`config.mk`:
```
export PLATFORM = sky130hd
export DESIGN_NAME = vector_element_retirer
export DESIGN_NICKNAME = d
export VERILOG_FILES = /design/src/rtl/rv32i_types_pkg.sv /design/src/rtl/retire_lane_decode.sv /design/src/rtl/vector_element_retirer.sv
export SDC_FILE = /design/constraint.sdc
export NUM_CORES = 1
export LEC_CHECK = 0
export CORE_MARGIN = 5
export CORE_UTILIZATION = 45
export CTS_CLUSTER_SIZE = 25
export DETAILED_ROUTE_END_ITERATION = 10
export GPL_TIMING_DRIVEN = 0
export PLACE_DENSITY_LB_ADDON = 0.1
export SYNTH_ARGS = -nofsm -noshare
export SYNTH_HDL_FRONTEND = slang
export SYNTH_SLANG_ARGS = --single-unit
```
`constraint.sdc`:
```
create_clock -name CLK -period 6.3 [get_ports CLK]
set_input_delay 1.26 -clock CLK [delete_from_list [all_inputs] [get_ports CLK]]
set_output_delay 1.26 -clock CLK [all_outputs]
set_load 0.02 [all_outputs]
```
`src/rtl/rv32i_types_pkg.sv`:
```
`default_nettype none
// ============================================================================
// Module  : rv32i_types_pkg
// Brief   : Shared word/offset types and retire-state encoding.
// Revision: 1.0 - initial release
// ============================================================================
package rv32i_types_pkg;

    localparam int NUM_RET_LANES = 2;
    localparam int OFFSET_W      = 5;

    typedef logic [31:0]         word_t;
    typedef logic [OFFSET_W-1:0] offset_t;

    typedef enum logic [1:0] {
        IDLE   = 2'd0,
        ACTIVE = 2'd1,
        DONE   = 2'd2,
        FAULT  = 2'd3
    } retire_state_t;

endpackage
`default_nettype wire

```
`src/rtl/retire_lane_decode.sv`:
```
`default_nettype none
// ============================================================================
// Module  : retire_lane_decode
// Brief   : Maps the per-lane return mask to an element increment.
// Revision: 1.0 - initial release
// ============================================================================
module retire_lane_decode (
    input  logic [1:0] ret_valid,
    output logic [1:0] increment,
    output logic       legal
);

    // Lanes return in order, so upper-only (2'b10) cannot happen legally.
    always_comb begin
        increment = 2'd0;
        legal     = 1'b1;
        case (ret_valid)
            2'b01:   increment = 2'd1;
            2'b11:   increment = 2'd2;
            2'b10:   legal     = 1'b0;
            default: increment = 2'd0;
        endcase
    end

endmodule
`default_nettype wire

```
`src/rtl/vector_element_retirer.sv`:
```
`default_nettype none
// ============================================================================
// Module  : vector_element_retirer
// Brief   : Tracks in-order element retirement of a vector instruction.
//           Optional return-order checker: define ELEMENT_RETIRE_CHECK_EN.
// Revision: 1.0 - initial release
// ============================================================================
module vector_element_retirer
    import rv32i_types_pkg::*;
#(
    parameter int NUM_RET_LANES = 2
) (
    input  logic                     CLK,
    input  logic                     nRST,
    input  logic                     start,
    input  word_t                    vl,
    input  word_t                    vstart,
    input  logic [NUM_RET_LANES-1:0] ret_valid,
    input  offset_t                  ret_offset,
    input  logic                     ret_exc,
    input  logic                     flush,
    input  logic                     wb_ack,
    output logic                     busy,
    output logic                     instr_done,
    output logic                     fault,
    output word_t                    vstart_out,
    output word_t                    retired,
    output logic                     seq_err
);

    retire_state_t r_state, w_state_nxt;
    word_t         r_retired, w_retired_nxt;
    word_t         r_vstart_out, w_vstart_out_nxt;
    word_t         r_vl, w_vl_nxt;
    logic          r_seq_err;

    logic [1:0]    w_inc;
    logic          w_legal;
    logic [32:0]   w_sum;
    logic          w_reach_end;

    retire_lane_decode u_decode (
        .ret_valid (ret_valid),
        .increment (w_inc),
        .legal     (w_legal)
    );

    // 33-bit sum so a return near the top of the word range cannot wrap.
    assign w_sum       = {1'b0, r_retired} + {31'd0, w_inc};
    assign w_reach_end = (w_sum >= {1'b0, r_vl});

    always_comb begin
        w_state_nxt      = r_state;
        w_retired_nxt    = r_retired;
        w_vstart_out_nxt = r_vstart_out;
        w_vl_nxt         = r_vl;
        case (r_state)
            IDLE: begin
                if (start) begin
                    w_vl_nxt         = vl;
                    w_retired_nxt    = vstart;
                    w_vstart_out_nxt = '0;
                    w_state_nxt      = (vstart >= vl) ? DONE : ACTIVE;
                end
            end
            ACTIVE: begin
                if (ret_valid[0] && ret_exc) begin
                    w_vstart_out_nxt = r_retired;
                    w_state_nxt      = FAULT;
                end else if (w_reach_end) begin
                    w_retired_nxt    = r_vl;
                    w_vstart_out_nxt = '0;
                    w_state_nxt      = DONE;
                end else begin
                    w_retired_nxt    = w_sum[31:0];
                end
            end
            DONE: begin
                w_vstart_out_nxt = '0;
                if (wb_ack) w_state_nxt = IDLE;
            end
            FAULT: begin
                if (wb_ack) begin
                    w_vstart_out_nxt = '0;
                    w_state_nxt      = IDLE;
                end
            end
            default: w_state_nxt = IDLE;
        endcase
        if (flush) begin
            w_state_nxt      = IDLE;
            w_retired_nxt    = '0;
            w_vstart_out_nxt = '0;
        end
    end

    always_ff @(posedge CLK or negedge nRST) begin
        if (!nRST) begin
            r_state      <= IDLE;
            r_retired    <= '0;
            r_vstart_out <= '0;
            r_vl         <= '0;
        end else begin
            r_state      <= w_state_nxt;
            r_retired    <= w_retired_nxt;
            r_vstart_out <= w_vstart_out_nxt;
            r_vl         <= w_vl_nxt;
        end
    end

`ifdef ELEMENT_RETIRE_CHECK_EN
    logic w_order_bad;
    assign w_order_bad = (r_state == ACTIVE) && !flush &&
                         ((ret_valid[0] && (ret_offset != r_retired[OFFSET_W-1:0])) || !w_legal);

    always_ff @(posedge CLK or negedge nRST) begin
        if (!nRST) r_seq_err <= 1'b0;
        else       r_seq_err <= w_order_bad;
    end
`else
    logic w_unused_check;
    assign w_unused_check = ^{ret_offset, w_legal};
    assign r_seq_err      = 1'b0;
`endif

    assign busy       = (r_state != IDLE);
    assign instr_done = (r_state == DONE);
    assign fault      = (r_state == FAULT);
    assign vstart_out = r_vstart_out;
    assign retired    = r_retired;
    assign seq_err    = r_seq_err;

endmodule
`default_nettype wire
```
==> impl_results.md, run 1 <==
* Maximum number of buffers from clock root to sink at 2
* Global-route wire length before repair at 34100 um
* Main flop type after synthesis: dfrtp_1
* Worst EP required at 6520 ps
* Non-filler instance count after layout at 1071
* Skew-Pair Late Insertion Delay at 360 ps
* Worst clock skew at 8.46 ps
* Unrepaired setup endpoints after global routing: false
* Final routed wire length divided by cell count at 19.6 um
* Final Critical Period at 5850 ps
* Peak supply drop at 0.000154 V
* Share of Yosys cell area claimed by the top area cell type at 0.369
* Share of synthesized registers carrying an async set or reset at 1.00
* Count of mapped cells out of synthesis at 733
* Num ports at 145
* Final design utilization at 0.595
* Kind of start point of the critical path: input pin
* Register-to-Register Setup Slack at 1590 ps
* Library cell occupying the most area in the post-synthesis netlist: dfrtp_1
* Endpoints failing hold at 0
* Synthesized Nets at 877
* # clock sinks at 98
* Status: complete, no violations
* Number of antenna-violating nets in the routed design at 0
* Area added between synthesis and finish at 29.8%
* Final Power at 2.52 mW
* Source of the worst register-to-register timing path: retired[1]
* Post-route setup slack at 455 ps
* Count of routing violations after the opening detailed-route iteration at 465
* CTS clock-pin slew for the worst setup and hold paths at 70 ps
* Final setup vio count at 0
* Via count of the first global-routing pass at 6373
* Count of nets after finishing at 1027
* Synth area leaders: dfrtp_1, ha_1, o21ai_0
* Worst-margin pin slew at 798 ps
* EDFF count, synth at 0
* Max-slew violations at 0
* Distinct cells, synth at 53
* Most used standard cells in the synthesized netlist: dfrtp_1, nand2_1, inv_1
* Worst Setup SP: ret_valid[0]
* Number of cells on the worst reg-to-reg path at 16
* Setup Buffers After CTS at 0
* Average cell area after synthesis at 9.06 sq um
* Pin count of the biggest net entering global routing at 56
* Max-Cap Viols at 0
* Pre-Repair DR Iteration Count at 5
* Cell at the root of the clock tree: clkbuf_16
* Horizontal die dimension at 131 um
* Leading cell type by number of instances after synthesis: dfrtp_1
* Normalized max-slew margin at 0.464
* Post_cts resized at 0
* Yosys warnings at 0
* Delay contributed by the slowest stage of the critical path at 510 ps
* Initial cell density of the core at 0.458
* Number of hold-repair buffers added at the cts stage at 0
* Static leakage at 3.94 nW
* Fraction of layout instances using a drive strength above 1 at 0.0417
* Hold slack final at 551 ps
* Routability congestion estimate at 0.865
* # port buffers at 138
* Sequence of cells on the critical path: clkdlybuf4s50_1 > and2_1 > ha_1 > a21o_1 > and4_1 > clkbuf_1 > and4_1 > nand4_1 > xnor2_1 > ha_1 > nand4_1 > nor3_1 > nand3_1 > a2111oi_4 > nor2_1 > a2bb2oi_2 > clkbuf_2 > o21ai_0
* Number of fill cells at 1259
* CP endpoint: vstart_out[3]
* Half-perimeter wire length of the detailed placement result at 16000 um
* Number of diodes at 0
* Largest fanout on the critical path at 10
* Placed Cells at 1056
* Critical Path AT at 6070 ps
* Sequential cell area at 2450 sq um
* Post-Synthesis Cell Area at 6640 sq um
* Number of antenna violations at the first check in global routing at 0
* Post-placement cell area at 8270 sq um
* Part of the Yosys area used for sequential elements at 0.369
* TritonCTS buffer count at 9
* Setup TNS at 0 ps
* Type of the most critical hold path: reg -> reg
* R2r endpoint: vstart_out[3]
* Core region area at 14500 sq um
* Fin area at 8620 sq um
* Total number of vias at 6223
* TritonCTS clock tree: built
* Total number of H-tree levels at 3
* Maximum clock rate at 0.171 GHz
* Capturing element type of the critical path: register
* Startpoint-to-endpoint class of the critical path: in -> reg
* Multi-input gate area in the final layout at 3730 sq um
* Total Die Area at 17300 sq um
* Number of synthesized register bits at 98
* GRT Util Overall at 0.241
* Leftover overflow at the end of global routing at 0
* Via count normalized by instance count at 5.81
* Total detailed-routing wirelength at 21000 um
* Total power per unit cell area at 293 nW/um^2
* Post-route clock period utilization at 0.928
* Number of rows in the core area at 44
* Vertical extent of the die at 131 um
* Post-route DRC violation count at 0
* Crit path max-delay cell type: clkdlybuf4s50_1
* Setup slack at placement at 89.2 ps
==> flip-flops by register name (all words and copies together), names as in the netlist <==
signal / flops
r_state: 2
r_vl: 32
vstart_out: 32
retired: 32
==> per-layer routing <==
metal / global-route usage / vias to the layer above / routed length [um]
met3: 0.0539 / 21 / 1360
met5: 0 / - / 0
li1: - / 2942 / -
met2: 0.386 / 225 / 9780
met1: 0.332 / 3035 / 9470
met4: 0.0663 / 0 / 391
==> cell type report <==
class / count / share of cell area
buffer: 40 / 0.0225
clock buffer: 10 / 0.0277
clock inverter: 5 / 0.0119
inverter: 69 / 0.0301
multi-input combinational: 526 / 0.433
sequential: 98 / 0.285
tap: 184 / 0.0267
timing repair buffer: 139 / 0.163
==> worst min path at each step <==
stage                   start        endpoint  slack (ps)  cells past startpoint
6_report             r_vl[20]     retired[20]         550                      2
5_1_grt        vstart_out[20]  vstart_out[20]         580                      2
4_1_cts              r_vl[28]     retired[28]         550                      2
3_5_place_dp         r_vl[28]     retired[28]         540                      2
3_3_place_gp          r_vl[0]         r_vl[0]         530                      1
2_1_floorplan         r_vl[0]         r_vl[0]         510                      1
==> kinds of logic (layout without fill, tap and decap cells) <==
kind of cell	Yosys count	in the layout	synth area share
AO/OA/AOI/OAI	219	219	0.214
XOR/XNOR	30	30	0.0396
adder cells (fa/ha/maj)	67	67	0.127
buffers and inverters	109	263	0.0682
flip-flops	98	98	0.369
multiplexers	33	33	0.0500
other	1	1	0.000565
AND/OR/NAND/NOR	176	176	0.130
==> where the power goes <==
group | switching, mW | internal [mW]
Combinational | 0.586 | 0.426
Sequential | 0.121 | 0.744
Clock | 0.246 | 0.396
==> worst max-delay path, delay by kind of cell <==
family | cells | cell delay [ps]
simple gates | 8 | 1670
fa+ha+maj | 2 | 630
buf+inv | 3 | 1210
xor+xnor | 1 | 180
compound gates | 4 | 1110
==> layout by cell type (no fill, tap or decap), drive strengths merged, types with 15 or more instances in the layout <==
| cell type | instances |
|---|---|
| nor2 | 19 |
| o21ai | 105 |
| mux2i | 32 |
| xnor2 | 20 |
| clkbuf | 44 |
| a22oi | 31 |
| nand2 | 84 |
| a32oi | 32 |
| dfrtp | 98 |
| ha | 66 |
| nand3 | 15 |
| clkdlybuf4s50 | 137 |
| a21oi | 21 |
| inv | 69 |
| nand4 | 15 |
Power figures use the tool's default switching activity.
==> inputs of run 2 (changes only) <==
- RECOVER_POWER: unset -> 25
- SKIP_CTS_REPAIR_TIMING: unset -> 1
==> run 2 against run 1 <==
  * The run now ends with capacitance limit, slew limit left
  * Sequential power hardly changed
  * Global-route usage unchanged
  * Sequential cell count is the same
  * Via count up 0.24%
  * Worst setup slack got worse by 12 ps
  * Clock skew barely moved
  * Sequential share of layout area hardly changed
  * Critical path depth unchanged
  * Non-clock buffer count is the same
==> impl_results.md, run 2 (same netlist as run 1, synthesis figures left out) <==
* Number of fill cells at 1261
* CTS clock-pin slew for the worst setup and hold paths at 70 ps
* Status: finished, violations left
* Worst EP required at 6520 ps
* Internal Pwr Total at 1.57 mW
* Maximum clock rate at 0.171 GHz
* Routed met2 length at 9730 um
* Total Die Area at 17300 sq um
* Unrepaired setup endpoints after global routing: false
* Share of total power in the clock network at 0.255
* Leading cell types in the layout, fill and taps excluded: clkdlybuf4s50_1, dfrtp_1, nand2_1
* Leftover overflow at the end of global routing at 0
* Via count of the first global-routing pass at 6373
* Vertical extent of the die at 131 um
* Total detailed-routing wirelength at 20900 um
* Half-perimeter wire length of the detailed placement result at 16000 um
* Initial cell density of the core at 0.458
* Post-route DRC violation count at 0
* Gate family responsible for the most delay along the worst path: simple AND/OR/NAND/NOR gates
* Setup TNS at 0 ps
* Sequence of cells on the critical path: clkdlybuf4s50_1 > and2_1 > ha_1 > a21o_1 > and4_1 > clkbuf_1 > and4_1 > nand4_1 > xnor2_1 > ha_1 > nand4_1 > nor3_1 > nand3_1 > a2111oi_4 > nor2_1 > a2bb2oi_2 > clkbuf_2 > o21ai_0
* Number of rows in the core area at 44
* Number of diodes at 0
* Wire length on met1 at 9430 um
* # clock sinks at 98
* Met3 routed wirelength at 1360 um
* Gate power share at 0.402
* Total power per unit cell area at 292 nW/um^2
* Final routed wire length divided by cell count at 19.5 um
* Core region area at 14500 sq um
* Cell at the root of the clock tree: clkbuf_16
* Post-route setup slack at 443 ps
* Peak supply drop at 0.000154 V
* Total number of vias at 6238
* Horizontal die dimension at 131 um
* Delay contributed by the slowest stage of the critical path at 520 ps
* Skew-Pair Late Insertion Delay at 360 ps
* Number of antenna-violating nets in the routed design at 0
* TritonCTS buffer count at 9
* Pre-Repair DR Iteration Count at 5
* Final design utilization at 0.595
* Area added between synthesis and finish at 29.7%
* Final setup vio count at 0
* Setup slack at placement at 89.2 ps
* Maximum number of buffers from clock root to sink at 2
* Total number of H-tree levels at 3
* Via count normalized by instance count at 5.82
* Count of routing violations after the opening detailed-route iteration at 402
* TritonCTS clock tree: built
* Endpoints failing hold at 0
* Pin count of the biggest net entering global routing at 56
* Startpoint-to-endpoint class of the critical path: in -> reg
* Worst-margin pin slew at 2500 ps
* Routability congestion estimate at 0.865
* Final Critical Period at 5860 ps
* Max-Cap Viols at 1
* Crit path max-delay cell type: clkdlybuf4s50_1
* Register share of total power at 0.343
* Num ports at 145
* Sw Pwr at 952 uW
* Combined buffer and inverter count along the critical path at 3
* Number of antenna violations at the first check in global routing at 0
* Kind of start point of the critical path: input pin
* Failing checks: capacitance limit, slew limit
* Normalized max-slew margin at -0.666
* Max layer used: met4
* Switching part of the total power at 0.378
* Worst clock skew at 8.73 ps
* Static leakage at 3.94 nW
* Critical Path AT at 6080 ps
* # port buffers at 138
* Post-route clock period utilization at 0.930
* Type of the most critical hold path: reg -> reg
* Max-slew violations at 44
* Most common cell after layout, fill and taps aside: clkdlybuf4s50_1
* Largest fanout on the critical path at 10
* Count of nets after finishing at 1027
* Capturing element type of the critical path: register
* Global-route wire length before repair at 34100 um
* GRT Util Overall at 0.241
* Fraction of layout instances using a drive strength above 1 at 0.0406
[run 2: changes by cell type in the layout (fill, tap and decap cells not counted)]
cell      delta
clkbuf_1     +1
buf_4        -1
[run 2: final cells by class]
cell class              count  area (sq um)  area share
multi-input cells         526          3730       0.433
clock buffers              10           239      0.0277
clock inverters             5           103      0.0119
plain buffers              40           194      0.0225
flip-flops and latches     98          2450       0.285
well taps                 184           230      0.0267
repair buffers            139          1400       0.163
inverters                  69           259      0.0301
[run 2: path summary, 6_finish.rpt]
kind | from | endpoint | slack [ps] | cells after the start
setup / recovery | ret_valid[0] | vstart_out[3] | 440 | 18
hold / removal | r_vl[20] | retired[20] | 540 | 2
setup reg to reg | retired[1] | vstart_out[3] | 1600 | 16
hold reg to reg | r_vl[20] | retired[20] | 540 | 2
max in group asynchronous | nRST | retired[19] | 3200 | 1
min in group asynchronous | nRST | vstart_out[0] | 1670 | 1
[run 2: metrics by stage]
stage	instance area (sq um)	hold WS (ps)	total power, mW	cells
6_report	8610	544	2.52	1071
2_1_floorplan	6640	509	1.49	733
3_3_place_gp	8250	526	1.85	1055
3_5_place_dp	8270	538	1.88	1056
4_1_cts	8620	551	2.52	1071
5_1_grt	8610	583	2.67	1071
[run 2: tightest hold or removal path, stage by stage, from the launching register on]
cell,delay (ps)
dfrtp_1,340
mux2i_1,70
o21ai_1,110
[run 2: layer usage]
layer | vias to the layer above | GRT usage
li1 | 2947 | -
met1 | 3041 | 0.332
met2 | 224 | 0.386
met3 | 26 | 0.0539
met4 | 0 | 0.0663
met5 | - | 0
[run 2: power by group through the flow]
stage / clock network, mW / logic, mW / registers [mW]
after floorplan: 0 / 0.613 / 0.880
after global placement: 0 / 0.985 / 0.868
after detailed placement: 0 / 1.00 / 0.872
after CTS: 0.649 / 1.01 / 0.861
after global routing: 0.674 / 1.12 / 0.880
final: 0.642 / 1.01 / 0.864
